==> src/rtl/fp_unit_issuer_if.sv <==
// Request, unit and result signals of the val/done floating-point unit issuer.
// Handshake: in_* and out_* transfer on the rising edge where valid & ready are both high;
// ready never depends on valid, and valid/data must hold until that edge. unit_val is a
// one-cycle issue pulse; each cycle of unit_done high returns one result.
interface fp_unit_issuer_if #(
  parameter int WIDTH = 6
);
  logic             in_valid;
  logic             in_ready;
  logic [WIDTH-1:0] in_a;
  logic [WIDTH-1:0] in_b;
  logic [2:0]       in_rm;
  logic             unit_val;
  logic [WIDTH-1:0] unit_a;
  logic [WIDTH-1:0] unit_b;
  logic [2:0]       unit_rm;
  logic [WIDTH-1:0] unit_out;
  logic [4:0]       unit_flags;
  logic             unit_done;
  logic             out_valid;
  logic             out_ready;
  logic [WIDTH-1:0] out_data;
  logic [4:0]       out_flags;
  logic [4:0]       in_flight;
  logic             busy;
  logic             err;

  modport master (
    input  in_valid, in_a, in_b, in_rm, unit_out, unit_flags, unit_done, out_ready,
    output in_ready, unit_val, unit_a, unit_b, unit_rm, out_valid, out_data, out_flags,
           in_flight, busy, err
  );

  modport slave (
    output in_valid, in_a, in_b, in_rm, unit_out, unit_flags, unit_done, out_ready,
    input  in_ready, unit_val, unit_a, unit_b, unit_rm, out_valid, out_data, out_flags,
           in_flight, busy, err
  );
endinterface

==> src/rtl/fp_unit_issuer.sv <==
// Issues operand requests to a fixed-latency val/done unit with a minimum spacing and
// collects results into a FIFO; credits reserve a FIFO slot for every op in flight.
module fp_unit_issuer #(
  parameter int WIDTH      = 6,
  parameter int LATENCY    = 4,
  parameter int MIN_GAP    = 2,
  parameter int FIFO_DEPTH = 4
) (
  input logic             clk,
  input logic             reset,
  fp_unit_issuer_if.master bus
);
  localparam int AW = $clog2(FIFO_DEPTH);
  localparam int CW = AW + 1;
  localparam int EW = WIDTH + 5;

  generate
    if (LATENCY < 1 || LATENCY > 15 || MIN_GAP < 1 || MIN_GAP > 15 ||
        FIFO_DEPTH < 2 || FIFO_DEPTH > 16 || (FIFO_DEPTH & (FIFO_DEPTH - 1)) != 0) begin : g_bad_param
      $error("fp_unit_issuer: parameter out of range");
    end
  endgenerate

  logic             r_unit_val;
  logic [WIDTH-1:0] r_unit_a;
  logic [WIDTH-1:0] r_unit_b;
  logic [2:0]       r_unit_rm;
  logic [4:0]       r_in_flight;
  logic [3:0]       r_gap_cnt;
  logic             r_err;
  logic [AW-1:0]    r_wr_ptr;
  logic [AW-1:0]    r_rd_ptr;
  logic [CW-1:0]    r_count;
  logic [EW-1:0]    r_mem [FIFO_DEPTH];

  logic [5:0]    w_occupancy;
  logic          w_credit_ok;
  logic          w_gap_ok;
  logic          w_in_ready;
  logic          w_accept;
  logic          w_spurious;
  logic          w_done_ok;
  logic          w_full;
  logic          w_push;
  logic          w_pop;
  logic          w_out_valid;
  logic [EW-1:0] w_head;

  // Only registered state feeds in_ready: a slot freed by a pop this cycle is usable next cycle.
  assign w_occupancy = {1'b0, r_in_flight} + 6'(r_count);
  assign w_credit_ok = w_occupancy < 6'(FIFO_DEPTH);
  assign w_gap_ok    = (r_gap_cnt == 4'd0);
  assign w_in_ready  = !reset && w_credit_ok && w_gap_ok;
  assign w_accept    = bus.in_valid && w_in_ready;

  assign w_spurious  = bus.unit_done && (r_in_flight == 5'd0);
  assign w_done_ok   = bus.unit_done && (r_in_flight != 5'd0);
  assign w_full      = (r_count == CW'(FIFO_DEPTH));
  assign w_push      = w_done_ok && !w_full;
  assign w_out_valid = (r_count != '0);
  assign w_pop       = w_out_valid && bus.out_ready;
  assign w_head      = r_mem[r_rd_ptr];

  always_ff @(posedge clk) begin
    if (reset) begin
      r_unit_val  <= 1'b0;
      r_unit_a    <= '0;
      r_unit_b    <= '0;
      r_unit_rm   <= '0;
      r_in_flight <= '0;
      r_gap_cnt   <= '0;
      r_err       <= 1'b0;
      r_wr_ptr    <= '0;
      r_rd_ptr    <= '0;
      r_count     <= '0;
      for (int i = 0; i < FIFO_DEPTH; i++) r_mem[i] <= '0;
    end else begin
      r_unit_val <= w_accept;
      if (w_accept) begin
        r_unit_a  <= bus.in_a;
        r_unit_b  <= bus.in_b;
        r_unit_rm <= bus.in_rm;
        r_gap_cnt <= 4'(MIN_GAP - 1);
      end else if (r_gap_cnt != 4'd0) begin
        r_gap_cnt <= r_gap_cnt - 4'd1;
      end

      case ({w_accept, w_done_ok})
        2'b10:   r_in_flight <= r_in_flight + 5'd1;
        2'b01:   r_in_flight <= r_in_flight - 5'd1;
        default: r_in_flight <= r_in_flight;
      endcase

      if (w_push) begin
        r_mem[r_wr_ptr] <= {bus.unit_flags, bus.unit_out};
        r_wr_ptr        <= r_wr_ptr + AW'(1);
      end
      if (w_pop) r_rd_ptr <= r_rd_ptr + AW'(1);

      case ({w_push, w_pop})
        2'b10:   r_count <= r_count + CW'(1);
        2'b01:   r_count <= r_count - CW'(1);
        default: r_count <= r_count;
      endcase

      // A completion that finds the FIFO full means the credit logic was violated.
      if (w_spurious || (w_done_ok && w_full)) r_err <= 1'b1;
    end
  end

  a_no_fifo_overflow: assert property (@(posedge clk) disable iff (reset) !(w_done_ok && w_full));

  assign bus.in_ready  = w_in_ready;
  assign bus.unit_val  = r_unit_val;
  assign bus.unit_a    = r_unit_a;
  assign bus.unit_b    = r_unit_b;
  assign bus.unit_rm   = r_unit_rm;
  assign bus.out_valid = w_out_valid;
  assign bus.out_data  = w_head[WIDTH-1:0];
  assign bus.out_flags = w_head[EW-1:WIDTH];
  assign bus.in_flight = r_in_flight;
  assign bus.busy      = (r_in_flight != 5'd0) || w_out_valid;
  assign bus.err       = r_err;
endmodule

==> src/flat_wrapper.sv <==
// flat-port wrapper written by rule: the top's interface ports become plain ports
module fp_unit_issuer_flat 
#(
  parameter int WIDTH      = 6,
  parameter int LATENCY    = 4,
  parameter int MIN_GAP    = 2,
  parameter int FIFO_DEPTH = 4
)
  (clk, reset, bus_in_valid, bus_in_a, bus_in_b, bus_in_rm, bus_unit_out, bus_unit_flags, bus_unit_done, bus_out_ready, bus_in_ready, bus_unit_val, bus_unit_a, bus_unit_b, bus_unit_rm, bus_out_valid, bus_out_data, bus_out_flags, bus_in_flight, bus_busy, bus_err);
  fp_unit_issuer_if #(.WIDTH(WIDTH)) bus_i ();
  input logic clk;
  input logic reset;
  input wire logic [$bits(bus_i.in_valid)-1:0] bus_in_valid;
  input wire logic [$bits(bus_i.in_a)-1:0] bus_in_a;
  input wire logic [$bits(bus_i.in_b)-1:0] bus_in_b;
  input wire logic [$bits(bus_i.in_rm)-1:0] bus_in_rm;
  input wire logic [$bits(bus_i.unit_out)-1:0] bus_unit_out;
  input wire logic [$bits(bus_i.unit_flags)-1:0] bus_unit_flags;
  input wire logic [$bits(bus_i.unit_done)-1:0] bus_unit_done;
  input wire logic [$bits(bus_i.out_ready)-1:0] bus_out_ready;
  output wire logic [$bits(bus_i.in_ready)-1:0] bus_in_ready;
  output wire logic [$bits(bus_i.unit_val)-1:0] bus_unit_val;
  output wire logic [$bits(bus_i.unit_a)-1:0] bus_unit_a;
  output wire logic [$bits(bus_i.unit_b)-1:0] bus_unit_b;
  output wire logic [$bits(bus_i.unit_rm)-1:0] bus_unit_rm;
  output wire logic [$bits(bus_i.out_valid)-1:0] bus_out_valid;
  output wire logic [$bits(bus_i.out_data)-1:0] bus_out_data;
  output wire logic [$bits(bus_i.out_flags)-1:0] bus_out_flags;
  output wire logic [$bits(bus_i.in_flight)-1:0] bus_in_flight;
  output wire logic [$bits(bus_i.busy)-1:0] bus_busy;
  output wire logic [$bits(bus_i.err)-1:0] bus_err;
  assign bus_i.in_valid = bus_in_valid;
  assign bus_i.in_a = bus_in_a;
  assign bus_i.in_b = bus_in_b;
  assign bus_i.in_rm = bus_in_rm;
  assign bus_i.unit_out = bus_unit_out;
  assign bus_i.unit_flags = bus_unit_flags;
  assign bus_i.unit_done = bus_unit_done;
  assign bus_i.out_ready = bus_out_ready;
  assign bus_in_ready = bus_i.in_ready;
  assign bus_unit_val = bus_i.unit_val;
  assign bus_unit_a = bus_i.unit_a;
  assign bus_unit_b = bus_i.unit_b;
  assign bus_unit_rm = bus_i.unit_rm;
  assign bus_out_valid = bus_i.out_valid;
  assign bus_out_data = bus_i.out_data;
  assign bus_out_flags = bus_i.out_flags;
  assign bus_in_flight = bus_i.in_flight;
  assign bus_busy = bus_i.busy;
  assign bus_err = bus_i.err;
  fp_unit_issuer #(.WIDTH(WIDTH), .LATENCY(LATENCY), .MIN_GAP(MIN_GAP), .FIFO_DEPTH(FIFO_DEPTH)) u_core (.clk(clk), .reset(reset), .bus(bus_i));
endmodule
==> config.mk <==
export PLATFORM = sky130hd
export DESIGN_NAME = fp_unit_issuer_flat
export DESIGN_NICKNAME = d
export VERILOG_FILES = /design/src/rtl/fp_unit_issuer_if.sv /design/src/rtl/fp_unit_issuer.sv /design/src/flat_wrapper.sv
export SDC_FILE = /design/constraint.sdc
export NUM_CORES = 1
export LEC_CHECK = 0
export BUFFER_PORTS_ARGS = -buffer_cell sky130_fd_sc_hd__buf_2
export CAP_MARGIN = 15
export CELL_PAD_IN_SITES_DETAIL_PLACEMENT = 0
export CELL_PAD_IN_SITES_GLOBAL_PLACEMENT = 1
export CORE_MARGIN = 3
export CORE_UTILIZATION = 43
export DETAILED_ROUTE_END_ITERATION = 7
export GPL_ROUTABILITY_DRIVEN = 0
export GPL_TIMING_DRIVEN = 0
export PLACE_DENSITY_LB_ADDON = 0.05
export SETUP_SLACK_MARGIN = 0.02
export SYNTH_ARGS = -nofsm -noshare
export SYNTH_HDL_FRONTEND = slang
export SYNTH_SLANG_ARGS = --single-unit
==> constraint.sdc <==
create_clock -name clk -period 3.9 [get_ports clk]
set_input_delay 0.39 -clock clk [delete_from_list [all_inputs] [get_ports clk]]
set_output_delay 0.39 -clock clk [all_outputs]
set_load 0.02 [all_outputs]
=== Word level (Yosys, flattened, before mapping) ===
Memories as Yosys holds them, arrays and structs flattened. A register that Yosys moved wholly into a read port is not among the register bits.
Index checks and enable logic that the tools add are counted.

* $add $sub $neg: 8
* Reduce and logical (&&, ||, !) cells: 22
* $lt $le $gt $ge: 1
* Equal/unequal tests: 5
* Mux-type cells: 14

{| class="wikitable"
|+ Operators with widths
! cell !! number
|-
| $mux 11 || 1
|-
| $reduce_or 11->1 || 1
|-
| $pmux 5 s2 || 1
|-
| $logic_and 1x1->1 || 8
|-
| $mux 1 || 8
|-
| $add 5x3->6 || 1
|-
| $lt 6x3->1 const B || 1
|-
| $mux 2 || 3
|-
| $pmux 3 s2 || 1
|-
| $reduce_bool 2->1 || 3
|-
| $add 5x1->5 const B || 1
|-
| $logic_not 5->1 || 1
|-
| $reduce_bool 5->1 || 1
|-
| $sub 5x1->5 const B || 1
|-
| $add 2x1->2 const B || 2
|-
| $eq 2x1->1 const B || 2
|-
| $eq 2x2->1 const B || 2
|-
| $logic_not 4->1 || 1
|-
| $reduce_bool 4->1 || 1
|-
| $sub 4x1->4 const B || 1
|-
| $add 3x1->3 const B || 1
|-
| $eq 3x3->1 const B || 1
|-
| $reduce_bool 3->1 || 1
|-
| $sub 3x1->3 const B || 1
|-
| 3 further kinds || 5
|}

* Output and inout port bits: 36
* Bits in registers: 33
* Memories: 1
* Memory bits (writable): 44
* Logic and storage cells: 62

{| class="wikitable"
|+ Memory list
! name !! depth !! width !! read ports !! clocked after memory_dff !! write ports !! line !! RTL
|-
| u_core.r_mem || 4 || 11 || 1 || 1 || 4 || fp_unit_issuer.sv:34 || <nowiki>logic [EW-1:0] r_mem [FIFO_DEPTH];</nowiki>
|}

=== Depth between registers and ports, before layout ===
Gate-level depths: netlist of run 1.

* Depth after elaboration: 8
* Mapped depth: 15

=== Least setup slack after synthesis of run 1 ===
Ideal clock, no wire load.

* Path type: flip-flop to flip-flop
* Start point: register u_core.r_in_flight[2] (netlist: u_core.bus.in_flight[2])
* End point: register u_core.r_in_flight[4] (netlist: u_core.bus.in_flight[4])
* Stages on the path, launching flop included: 14
* Setup slack: 0.704 ns
* Required time: 3.779 ns
* Buffers on the path: 2
* Arrival: 3.075 ns
* Cell sequence: dfxtp_1 ha_1 nor4_1 and4_1 buf_6 and2_4 buf_6 inv_1 ha_1 ha_1 or2_2 o22ai_1 mux2i_1 mux2_2

* Longest elaborated chain between the ends: 7

{| class="wikitable"
|+ RTL lines
! element !! line !! RTL
|-
| start, declared || fp_unit_issuer.sv:28 || <nowiki>logic [4:0] r_in_flight;</nowiki>
|-
| start signal, assigned || fp_unit_issuer.sv:89 || <nowiki>2'b10: r_in_flight <= r_in_flight + 5'd1;</nowiki>
|-
| start signal, assigned || fp_unit_issuer.sv:90 || <nowiki>2'b01: r_in_flight <= r_in_flight - 5'd1;</nowiki>
|-
| start signal, assigned || fp_unit_issuer.sv:91 || <nowiki>default: r_in_flight <= r_in_flight;</nowiki>
|-
| $add 5x3->6 || fp_unit_issuer.sv:50 || <nowiki>assign w_occupancy = {1'b0, r_in_flight} + 6'(r_count);</nowiki>
|-
| $lt 6x3->1 || fp_unit_issuer.sv:51 || <nowiki>assign w_credit_ok = w_occupancy < 6'(FIFO_DEPTH);</nowiki>
|-
| $logic_and 1x1->1 (2 in a row) || fp_unit_issuer.sv:53 || <nowiki>assign w_in_ready = !reset && w_credit_ok && w_gap_ok;</nowiki>
|-
| $logic_and 1x1->1 || fp_unit_issuer.sv:54 || <nowiki>assign w_accept = bus.in_valid && w_in_ready;</nowiki>
|-
| $eq 2x1->1 / $eq 2x2->1 (equally long branches) || fp_unit_issuer.sv:88 || <nowiki>case ({w_accept, w_done_ok})</nowiki>
|-
| $pmux 5 s2 / $reduce_bool 2->1 (equally long branches) || - ||
|}

Parallel ways exist; a longest one is shown, timed or not.
A chain may end at the register's enable or synchronous reset.

=== Final worst setup path of run 1 ===
Same ends and word-level chain as after synthesis.

==> flow_results.org, run 1 <==
** Run status
- The flow ran to the end, and the final reports show no timing, DRC or antenna violations.

** Synth
- Adder-cell area share of the yosys netlist :: 4.269%
- The netlist uses 46 different library cells.
- After synthesis, the largest family of logic cells by area is simple AND/OR/NAND/NOR gates.
- For this run, the number of Yosys warnings is 0.
- Summed instance area of the synthesized netlist :: 3576 sq um
- By area the synthesized netlist is led by edfxtp_1, dfxtp_1, nor2_1.
- Summing the areas of all compound-gate instances in the mapped netlist gives 6.613% of the synthesized area.
- By instance count, the leading cell after synthesis is nor2_1.
- Synthesized netlist net count :: ~360
- After synthesis, the share of cell area in mux cells is 8.153%.
- In the synthesized netlist the async set-or-reset flop fraction comes to 0%.
- edfxtp_1 takes more of the synthesized area than any other cell.
- Dominant register cell in the synthesized netlist :: edfxtp_1
- Fraction of synthesized cell area taken by the top area cell type :: between 30 and 40%
- In this run, synthesis inferred 44 flip-flops with an integrated enable.
- Ranked by instance count, the synthesized netlist is headed by nor2_1, edfxtp_1, dfxtp_1.
- Averaged over all synthesized cells, the footprint is 11.35 sq um.
- Syn Inst Count :: 315
- The synthesized netlist devotes 1.714% of its cell area to XOR and XNOR gates.
- Synthesis inferred 79 register bits.
- Summing the areas of all and, or, nand and nor instances in the mapped netlist gives 18.86% of the synthesized area.
- Of the synthesized area, sequential elements account for 56.54%.

** Timing
- Portion of the clock cycle consumed by the worst path in the final layout :: 87.53%
- Measured against its own limit, the worst slew margin works out to 55.63%.
- For the finished layout, the period the worst path requires is 3.414 ns.
- For the final routed database, the setup TNS stands at 0 ns.
- Final WS setup :: 0.4862 ns
- Number of max-slew violations in the final report :: 0
- Slew at the pin closest to its max-slew limit :: 0.6656 ns
- Fin Clk Skew :: 0.01122 ns
- Fmax :: between 0.2 and 0.3 GHz
- # setup viols final :: 0
- The final hold violation count is 0.
- Setup repair after global routing left no endpoint under its margin.

** CTS
- The longest clock path from root to sink contains 2 buffers.
- CTS Sinks :: 79
- Hold repair after CTS inserted 0 buffers.
- H-Tree Depth :: 3
- After clock tree synthesis, the clock-pin slew on the worst setup and hold paths is ~0.090 ns.
- Clock tree from TritonCTS :: built
- Post-CTS setup-driven buffer insertion count :: 0
- Post-CTS Resized :: 0
- Number of buffers added by the clock tree synthesis step :: 9
- Root buffer selected by CTS :: clkbuf_8
- At the later pin of the worst-skew pair, clock insertion delay measures 0.35 ns.

** Placement
- Once placement finished, the instance area stood at 4045 sq um.
- Cell total after placement :: just under 500
- Post-placement setup slack :: about 0.46 ns
- Detailed placement finished with a half-perimeter wire length of 5.444 mm.
- The count of buffers added on input and output ports is 66.

** Worst setup path
- At the worst endpoint, the required time is a little over 4 ns.
- Launch instance of the worst register-to-register path :: u_core.bus.in_flight[2]$_SDFFE_PP0P_
- Data arrival time of the worst path :: 3.65 ns
- Reg-to-reg critical path endpoint :: u_core.bus.in_flight[4]$_SDFFE_PP0P_
- Worst Setup SP :: u_core.bus.in_flight[2]$_SDFFE_PP0P_
- Series of cell instances along the critical path :: ha_1 > nor4_1 > and4_1 > buf_6 > and2_4 > buf_6 > inv_1 > ha_1 > ha_1 > or2_2 > o22ai_1 > mux2i_1 > mux2_2
- STA classifies the critical path startpoint as a flip-flop.
- Along the worst path, the maximum fanout reaches 10.
- For flop-to-flop paths, the worst setup slack is 0.49 ns.
- The cell that appears most often on the critical path is ha_1.
- Delay-heaviest family, CP :: simple AND/OR/NAND/NOR gates
- The slowest stage of the critical path is the dfxtp_1 cell.
- Path type of the worst setup path :: reg2reg
- The largest single stage delay on the critical path is 0.56 ns.
- The worst register-to-register path has a depth of 13.
- Buffers & Inverters on Critical Path :: 3
- STA classifies the critical path endpoint as a flip-flop.

** Power and ir drop
- Peak supply drop :: 0.3171 mV
- Ratio of total power to cell area :: between 700 and 800 nW/um^2
- Total leakage power :: ~1.7 nW

** Routing
- Average wire per cell in the routed design :: roughly 16 um
- In this run the remaining antenna-violating nets after routing total 0.
- Number of iterations in the first detailed-routing pass :: 4
- Number of remaining DRC errors :: 0
- Iteration-0 DRC count of the detailed router :: 99
- Vias post-DR :: 2,569
- Total routed wirelength :: 7.867 mm
- In the routed layout, each cell is associated on average with a via count of 5.138.

** Floorplan
- Effective utilization at floorplan :: 45.34%
- Site row count :: 32
- Die area :: around 9400 sq um
- The floorplan step defined a core boundary enclosing 7888 sq um.
- The floorplan step set the die height to 97.19 um.
- Pin placement for this block handled 67 I/O pins.
- In this run the horizontal extent of the chip is 97.19 um.

** Hold path
- Hold Crit Depth :: 3
- For hold timing, the worst endpoint is u_core.bus.unit_a[4]$_SDFFE_PP0P_.
- Startpoint of the tightest hold check path :: bus_in_a[4]
- Hold Path Class :: in2reg

** Global routing
- The via count of the first global-routing pass came to 2,629.
- GRT Total Usage :: 17.31%
- Maximum number of pins on one net before global-route repair :: 16
- First-pass GRT wire length :: roughly 13 mm
- Number of antenna violations at the first check in global routing :: 0
- Global route overflow :: 0

** Cells and area
- Cell area after layout :: 4259 sq um
- Cells with a size suffix above 1 make up 29.15% of the layout.
- Relative to the synthesized area, the layout overhead comes to 19.10%.
- Final cell count without fillers :: 500
- 0 antenna diodes ended up in the layout.
- Final net count :: between 400 and 500

** Flow run
- Across the run, the number of max-cap violations was 0.
[metal layers]
metal | share of wire, % | up-vias | GRT usage, %
met5 | 0 | - | 0
met2 | 52 | 53 | 31.10
met4 | 0.78 | 0 | 4.212
met3 | 4.2 | 5 | 4.164
met1 | 43 | 1246 | 20.84
li1 | - | 1265 | -
[cells by family after synthesis]
kind of cell | count (synthesis)
AOI/OAI and AO/OA | 38
xor gates and xnor gates | 7
adders and majority gates | 11
buffers and inverters | 28
DFF | 79
muxes | 15
and+or+nand+nor | 137
[worst max-delay path by stage]
stage                                           end  slack (ns)  cells after the start
2_1_floorplan  u_core.bus.in_flight[4]$_SDFFE_PP0P_        0.70                     13
3_3_place_gp   u_core.bus.in_flight[4]$_SDFFE_PP0P_        0.48                     13
3_5_place_dp   u_core.bus.in_flight[4]$_SDFFE_PP0P_        0.46                     13
4_1_cts        u_core.bus.in_flight[4]$_SDFFE_PP0P_        0.43                     13
5_1_grt        u_core.bus.in_flight[4]$_SDFFE_PP0P_        0.18                     13
6_report       u_core.bus.in_flight[4]$_SDFFE_PP0P_        0.49                     13
[report_power, final]
part           switching, W  total (W)  internal (W)
Combinational      0.000824    0.00137      0.000543
Sequential         0.000118    0.00120       0.00108
Clock              0.000325   0.000650      0.000325
Total               0.00127    0.00322       0.00195
[metrics by stage]
| step | hold slack, ns | utilization [%] | power, W |
|---|---|---|---|
| floorplan | 0.4847 | - | 0.002199 |
| global placement | 0.4443 | 51.14 | 0.002582 |
| detailed placement | 0.4562 | 51.28 | 0.002599 |
| CTS | 0.2499 | 54.00 | 0.003250 |
| global route | 0.2460 | 54.00 | 0.003436 |
| finish | 0.2594 | 54.00 | 0.003215 |
[tightest hold or removal path: stages]
cell and delay, ns:
buf_2 0.08, nand3_1 0.05, o21ai_0 0.06
[layout by cell type (no fill, tap or decap), types with 3 or more instances in the layout]
master / instances
o21ai_1: 8
clkbuf_8: 10
inv_1: 11
nor2_1: 66
o21ai_0: 10
buf_2: 71
edfxtp_1: 44
dfxtp_1: 35
nand2b_1: 15
clkbuf_1: 8
mux4_2: 11
nand2_1: 13
nand3_1: 17
xor2_1: 4
xnor2_1: 3
buf_6: 4
a21oi_1: 9
ha_1: 9
nor2b_1: 6
or3_1: 4
[registers in the layout, indices dropped and copies added, names as in the netlist, 2 cells and up, named ones only]
name	cells
u_core.bus.in_flight	5
u_core.bus.unit_a	6
u_core.bus.unit_b	6
u_core.bus.unit_rm	3
u_core.r_count	3
u_core.r_gap_cnt	4
u_core.r_mem	44
u_core.r_rd_ptr	2
u_core.r_wr_ptr	2
[area by class of cell]
cell class,count,area [sq um]
plain buffers,17,96.34
clock buffers,10,137.6
clock inverters,6,76.32
fillers,728,3628
inverters,11,41.29
multi-input cells,208,1416
flip-flops and latches,79,2022
well taps,102,127.6
repair buffers,67,341.6
No activity file was read; power rests on OpenSTA's default activity.
==> run 2, diff against run 1 <==
Settings changed: CORE_UTILIZATION 43 to 45, CTS_BUF_LIST from default to sky130_fd_sc_hd__clkbuf_4 sky130_fd_sc_hd__clkbuf_8, PLACE_DENSITY from default to 0.9, PLACE_DENSITY_LB_ADDON 0.05 to default.
==> run 2 against run 1 <==
Against the previous run: die area is 4.2% lower; global-route usage is 1.3 points higher; non-clock buffer count stayed put; combinational power hardly changed; critical endpoint unchanged; power is 1.3% lower; largest power group unchanged; final area is 0.53% lower; routed wire length is 0.75% lower; via count is 1.5% higher; first-iteration DRC count is 46% higher.
==> flow_results.org, run 2 (same netlist as run 1, synthesis figures left out) <==
** Run status
- Run status :: finished, final reports clean

** Power and ir drop
- Internal Dissipation :: 0.001921 W
- In this run, the clock network consumes 18.9% of the power.
- Ratio of total power to cell area :: 749.2 nW/um^2
- Registers are responsible for 37.9% of the overall power.
- Peak supply drop :: 0.4426 mV
- The analysis attributes to cell leakage a power of around 1.7 nW.
- In this run, the combinational gates consume 43.2% of the power.
- Net switching power figure :: 0.001253 W
- Total power :: 0.003174 W
- Switching fraction of total power :: 39.49%

** CTS
- Once the clock tree was built, the setup fixing pass inserted 0 buffers.
- Once the clock tree was built, the resizer swapped 0 gates to a different size.
- Maximum clock insertion buffer count :: 2
- In this run the clock root is driven by a clkbuf_8.
- CTS Sinks :: 79
- H-Tree Depth :: 3
- In this run, CTS created clock tree buffers numbering 9.
- Clock tree from TritonCTS :: built
- After clock tree synthesis, the flow added hold-fix buffers numbering 0.
- After clock tree synthesis, the clock-pin slew on the worst setup and hold paths is 0.08 ns.
- Clock network latency to the later pin of the worst-skew pair :: 0.35 ns

** Cells and area
- Counting flops per register, the top entry is u_core.r_mem.
- The filler cells instantiated in the layout total 691.
- The net count of the finished layout is ~440.
- Diodes inserted :: 0
- Core occupancy in the finished layout :: 56.59%
- Commonest cells after routing, fill and taps aside :: buf_2, nor2_1, edfxtp_1
- The register with the most flip-flops in the layout has 44 of them.
- Commonest non-fill, non-tap cell in the layout :: buf_2
- From synthesis to final layout, the design area changed by 18.47%.
- Share of post-route cells with drive strength above 1 :: 29.15%

** Timing
- Setup repair after global routing left no endpoint under its margin.
- Slew margin rel. :: 57.36%
- Fmax :: 0.2870 GHz
- The final hold violation count is 0.
- Fin Clk Skew :: 0.01247 ns
- Time the final worst path needs with I/O delays and setup :: around 3.5 ns
- Summed over all failing endpoints, the final setup total negative slack is 0 ns.
- Setup violations remaining at the end of the flow were counted as 0.
- Portion of the clock cycle consumed by the worst path in the final layout :: 89.33%
- At the pin with the least slew margin, the transition time is about 0.64 ns.
- Number of max-slew violations in the final report :: 0

** Floorplan
- Die area :: 9053 sq um
- Core area :: 7486 sq um
- The floorplan step set the die width to 95.15 um.
- Effective utilization at floorplan :: 47.77%
- Site row count :: 31
- The die is approximately 95 um tall.
- 67 I/O pins were placed.

** Worst setup path
- Data arrival time of the worst path :: 3.72 ns
- The cell family contributing the most delay on the critical path is simple AND/OR/NAND/NOR gates.
- Buffers & Inverters on Critical Path :: 3
- Series of cell instances along the critical path :: ha_1 > nor4_1 > and4_1 > buf_6 > and2_4 > buf_6 > inv_1 > ha_1 > ha_1 > or2_2 > o22ai_1 > mux2i_1 > mux2_2
- For this run, the slowest stage of the critical path takes 0.55 ns.
- Path type of the worst setup path :: reg2reg
- Req. time, crit path :: ~4.1 ns
- Crit path max fanout :: 10
- Cell repeated most along the worst path :: ha_1
- Nature of the critical path endpoint :: flip-flop
- The worst setup path is launched from a flip-flop.
- Slowest cell on the critical path :: dfxtp_1

** Routing
- Number of remaining DRC errors :: 0
- In the final routed layout, each cell accounts on average for 15.71 um.
- The detailed router finished its first iteration with 145 violations.
- Using the TritonRoute via totals, the vias-per-cell ratio works out to 5.245.
- Number of iterations in the first detailed-routing pass :: 5
- Count of antenna-violating nets left after detailed routing :: 0
- The routed layout has ~2,600 vias.
- The final layout contains routed wiring with a total length of a little under 8 mm.

** Global routing
- The initial antenna violation count is 0.
- Maximum number of pins on one net before global-route repair :: 15
- The first global-routing pass estimated roughly 13 mm of wire.
- GRT Total Usage :: about 19%
- Number of global-route vias before repair :: 2,635
- Global routing finished with a remaining overflow of 0.

** Hold path
- The min-delay analysis places its worst path in the category in2reg.

** Placement
- Input and output buffers added on the ports amount to 66.
- Hpwl dp :: 5.353 mm

** Flow run
- Max-cap violations :: 0
-- run 2: changes by cell type in the layout (fill, tap and decap cells not counted) --
cell	before	now
clkbuf_8	10	9
inv_8	1	0
clkinv_2	0	2
clkinvlp_2	0	1
inv_6	2	1
-- run 2: worst register-to-register path: cells and delay by family, from the launching register on --
kind,cells,cell delay (ns)
adders and majority gates,3,0.78
AOI/OAI and AO/OA,1,0.15
muxes,2,0.56
buffers and inverters,3,0.33
and+or+nand+nor,4,1.01
DFF,1,0.55
-- run 2: routing by layer --
| layer | global-route usage (%) | vias up | share of wire, % |
|---|---|---|---|
| met2 | 32.01 | 60 | 51 |
| met4 | 8.413 | 0 | 2.0 |
| li1 | - | 1265 | - |
| met5 | 0 | - | 0 |
| met3 | 3.078 | 13 | 3.9 |
| met1 | 22.76 | 1269 | 43 |
-- run 2: stage by stage --
step | hold WS (ns) | setup WS, ns | cell area, sq um | std cells
5_1_grt | 0.2696 | 0.2266 | 4237 | 497
6_report | 0.2582 | 0.4163 | 4237 | 497
4_1_cts | 0.2470 | 0.3862 | 4225 | 496
3_3_place_gp | 0.4507 | 0.4627 | 4030 | 480
2_1_floorplan | 0.4847 | 0.7043 | 3576 | 315
3_5_place_dp | 0.4580 | 0.4195 | 4030 | 480
-- run 2: layout make-up --
cell class,instances,area (sq um),area share [%]
multi-input cells,208,1416,33.43
clock buffers,9,123.9,2.924
repair buffers,67,341.6,8.063
clock inverters,7,71.32,1.683
inverters,11,41.29,0.9746
well taps,99,123.9,2.924
plain buffers,17,96.34,2.274
flip-flops and latches,79,2022,47.73
-- run 2: path summary, 6_finish.rpt --
| path | startpoint | end | slack (ns) | depth (start not counted) |
|---|---|---|---|---|
| worst max-delay path | u_core.bus.in_flight[2]$_SDFFE_PP0P_ | u_core.bus.in_flight[4]$_SDFFE_PP0P_ | 0.42 | 13 |
| worst min-delay path | bus_in_a[4] | u_core.bus.unit_a[4]$_SDFFE_PP0P_ | 0.26 | 3 |
| worst max register to register | u_core.bus.in_flight[2]$_SDFFE_PP0P_ | u_core.bus.in_flight[4]$_SDFFE_PP0P_ | 0.42 | 13 |
| worst min register to register | u_core.bus.unit_b[2]$_SDFFE_PP0P_ | u_core.bus.unit_b[2]$_SDFFE_PP0P_ | 0.46 | 2 |
-- run 2: power groups by stage --
| stage | clock, W | sequential (W) | combinational, W |
|---|---|---|---|
| after detailed placement | 0 | 0.00122 | 0.00137 |
| after global routing | 0.000643 | 0.00122 | 0.00152 |
| after CTS | 0.000612 | 0.00120 | 0.00138 |
| final | 0.000600 | 0.00120 | 0.00137 |
| after floorplan | 0 | 0.00128 | 0.000921 |
| after global placement | 0 | 0.00121 | 0.00135 |
==> run 3, diff against run 2 <==
Settings changed: HOLD_SLACK_MARGIN from default to 0.02, MAX_ROUTING_LAYER from default to met4.
==> run 3 against run 2 <==
Against the previous run: fmax down 0.22%; largest cell class unchanged; utilization stayed put; highest routed layer unchanged; critical path depth is the same; critical path type unchanged; combinational power barely moved; clock skew down 0.0021 ns; clock-buffer cell count unchanged.
==> flow_results.org, run 3 (same netlist as run 1, synthesis figures left out) <==
** Run status
- The flow ran to the end, and the final reports show no timing, DRC or antenna violations.

** Floorplan
- Die height :: roughly 95 um
- The die covers 9053 sq um.
- The total area inside the core boundary comes to 7486 sq um.
- Site row count :: 31
- Measured along the x axis, the die boundary spans roughly 95 um.
- Top-Level Pins :: 67
- Effective utilization at floorplan :: 47.77%

** Timing
- The tightest hold path in the finished design has a slack of around 0.26 ns.
- Slew at the pin closest to its max-slew limit :: 0.6511 ns
- Number of max-slew violations in the final report :: 0
- Setup violations remaining at the end of the flow were counted as 0.
- Headroom to the max-slew limit came out at 56.50%.
- Fmax :: 0.2864 GHz
- Setup tns final :: 0 ns
- Final count of hold timing violations :: 0
- Setup repair after global routing left no endpoint under its margin.
- Time the final worst path needs with I/O delays and setup :: 3.491 ns
- Portion of the clock cycle consumed by the worst path in the final layout :: around nine tenths
- Fin Clk Skew :: between 0.01 and 0.015 ns

** Power and ir drop
- Ratio of total power to cell area :: 748.6 nW/um^2
- Total leakage power :: ~1.7 nW
- Peak supply drop :: 0.4411 mV
- Summing internal, switching and leakage power gives 0.003171 W.

** Flow run
- Max-cap violations :: 0

** Routing
- Iteration-0 DRC count of the detailed router :: 123
- Once detail routing completed, the nets flagged for antenna violations numbered 0.
- Highest Signal Layer :: met4
- Length of routed wiring on met1 :: 3.268 mm
- Total routed wirelength :: 7.754 mm
- The detailed router placed 2,604 vias in this run.
- Average wire per cell in the routed design :: 15.60 um
- The pre-antenna-repair detailed-routing pass consisted of 4 iterations.
- Number of remaining DRC errors :: 0
- After detailed routing, the number of vias per cell comes to 5.239.
- Wire length on met3 :: 337 um
- Detailed-routed wire length on met2 :: between 3 and 4 mm

** Global routing
- Global routing used 19.10% of the available tracks across all layers.
- First-pass GRT wire length :: 12.65 mm
- Entering global routing, the biggest net connects 15 pins.
- Number of antenna violations at the first check in global routing :: 0
- Global route overflow :: 0
- The via count of the first global-routing pass came to around 2,600.

** Hold path
- Hold Path Class :: in2reg
- In this run the most critical hold path is launched from bus_in_a[4].
- Terminating pin of the worst hold path :: u_core.bus.unit_a[4]$_SDFFE_PP0P_
- The worst hold path was traced through 3 stages.

** Cells and area
- The number of antenna diodes in the final layout is 0.
- Counting flops per register, the top entry is u_core.r_mem.
- Commonest cells after routing, fill and taps aside :: buf_2, nor2_1, edfxtp_1
- Area of all sequential standard cells :: a little over 2000 sq um
- Summing all multi-input logic gate instances after layout gives roughly 1400 sq um.
- Measured on the finished design, the core utilization comes to 56.59%.
- Number of flip-flops under the largest register name :: 44
- Layout-stage area growth over the synthesis result :: 18.47%
- The library cell used most frequently in the layout, excluding fill and tap cells, is buf_2.
- Final cell count without fillers :: 497
- In the final layout, the share of cells above drive strength 1 is 29.15%.
- Fill cell total of the finished layout :: 691
- Final net count :: ~440

** Worst setup path
- The worst setup path is launched from a flip-flop.
- Cell depth of the worst flop-to-flop path :: 13
- At the worst endpoint, the arrival time is 3.73 ns.
- Path type of the worst setup path :: reg2reg
- The worst register-to-register path ends at u_core.bus.in_flight[4]$_SDFFE_PP0P_.
- Crit path max fanout :: 10
- In this run the critical register-to-register path is launched from u_core.bus.in_flight[2]$_SDFFE_PP0P_.
- Nature of the critical path endpoint :: flip-flop
- STA puts the critical path data required time at between 4 and 5 ns.
- Register-to-register setup slack :: 0.41 ns

** Placement
- Cell total after placement :: 480
- Hpwl dp :: 5.353 mm
- Quantity of I/O buffers inserted on ports :: 66

** CTS
- In this run, post-CTS hold repair placed 0 buffers.
- Buffers added to address setup during post-CTS repair amount to 0.
- CTS Sinks :: 79
- Clock tree from TritonCTS :: built
- Maximum clock insertion buffer count :: 2
- Post-CTS Resized :: 0
- The H-tree generated during clock tree synthesis spans 3 levels.
- Clock-pin slew was measured on the worst setup and hold paths at approximately 0.08 ns.
- Clock network latency to the later pin of the worst-skew pair :: roughly 0.35 ns
- The root buffer cell chosen for the clock tree is clkbuf_8.
- TritonCTS created 9 clock buffers.
[run 3: layout make-up]
class	count	area share [%]
Sequential cell	79	47.73
Clock buffer	9	2.924
Tap cell	99	2.924
Inverter	11	0.9746
Timing Repair Buffer	67	8.063
Buffer	17	2.274
Multi-Input combinational cell	208	33.43
Clock inverter	7	1.683
[run 3: report_power, final]
| group | total [W] | internal (W) | switching [W] |
|---|---|---|---|
| Combinational | 0.00137 | 0.000544 | 0.000825 |
| Sequential | 0.00120 | 0.00108 | 0.000121 |
| Clock | 0.000601 | 0.000296 | 0.000305 |
| Total | 0.00317 | 0.00192 | 0.00125 |
[run 3: worst max-delay path: stages, from the launching register on]
cell and delay [ns]:
dfxtp_1 0.56, ha_1 0.30, nor4_1 0.30, and4_1 0.27
buf_6 0.13, and2_4 0.14, buf_6 0.12, inv_1 0.07
ha_1 0.26, ha_1 0.21, or2_2 0.30, o22ai_1 0.15
mux2i_1 0.21, mux2_2 0.34
[run 3: worst max path at each step]
| stage | start | end | slack, ns | depth (start not counted) |
|---|---|---|---|---|
| final | u_core.bus.in_flight[2]$_SDFFE_PP0P_ | u_core.bus.in_flight[4]$_SDFFE_PP0P_ | 0.41 | 13 |
| after detailed placement | u_core.bus.in_flight[2]$_SDFFE_PP0P_ | u_core.bus.in_flight[4]$_SDFFE_PP0P_ | 0.42 | 13 |
| after global placement | u_core.bus.in_flight[2]$_SDFFE_PP0P_ | u_core.bus.in_flight[4]$_SDFFE_PP0P_ | 0.46 | 13 |
| after global routing | u_core.bus.in_flight[2]$_SDFFE_PP0P_ | u_core.bus.in_flight[4]$_SDFFE_PP0P_ | 0.23 | 13 |
| after floorplan | u_core.bus.in_flight[2]$_SDFFE_PP0P_ | u_core.bus.in_flight[4]$_SDFFE_PP0P_ | 0.70 | 13 |
| after CTS | u_core.bus.in_flight[2]$_SDFFE_PP0P_ | u_core.bus.in_flight[4]$_SDFFE_PP0P_ | 0.39 | 13 |
[run 3: metal layers]
metal | vias up | track usage (%)
li1 | 1264 | -
met1 | 1259 | 22.71
met2 | 68 | 32.07
met3 | 13 | 2.999
met4 | 0 | 8.413
met5 | - | -
[run 3: stage by stage]
| stage | instance area (sq um) | setup WS, ns |
|---|---|---|
| detailed placement | 4030 | 0.4195 |
| global placement | 4030 | 0.4627 |
| finish | 4237 | 0.4086 |
| floorplan | 3576 | 0.7043 |
| global route | 4237 | 0.2266 |
| CTS | 4225 | 0.3862 |
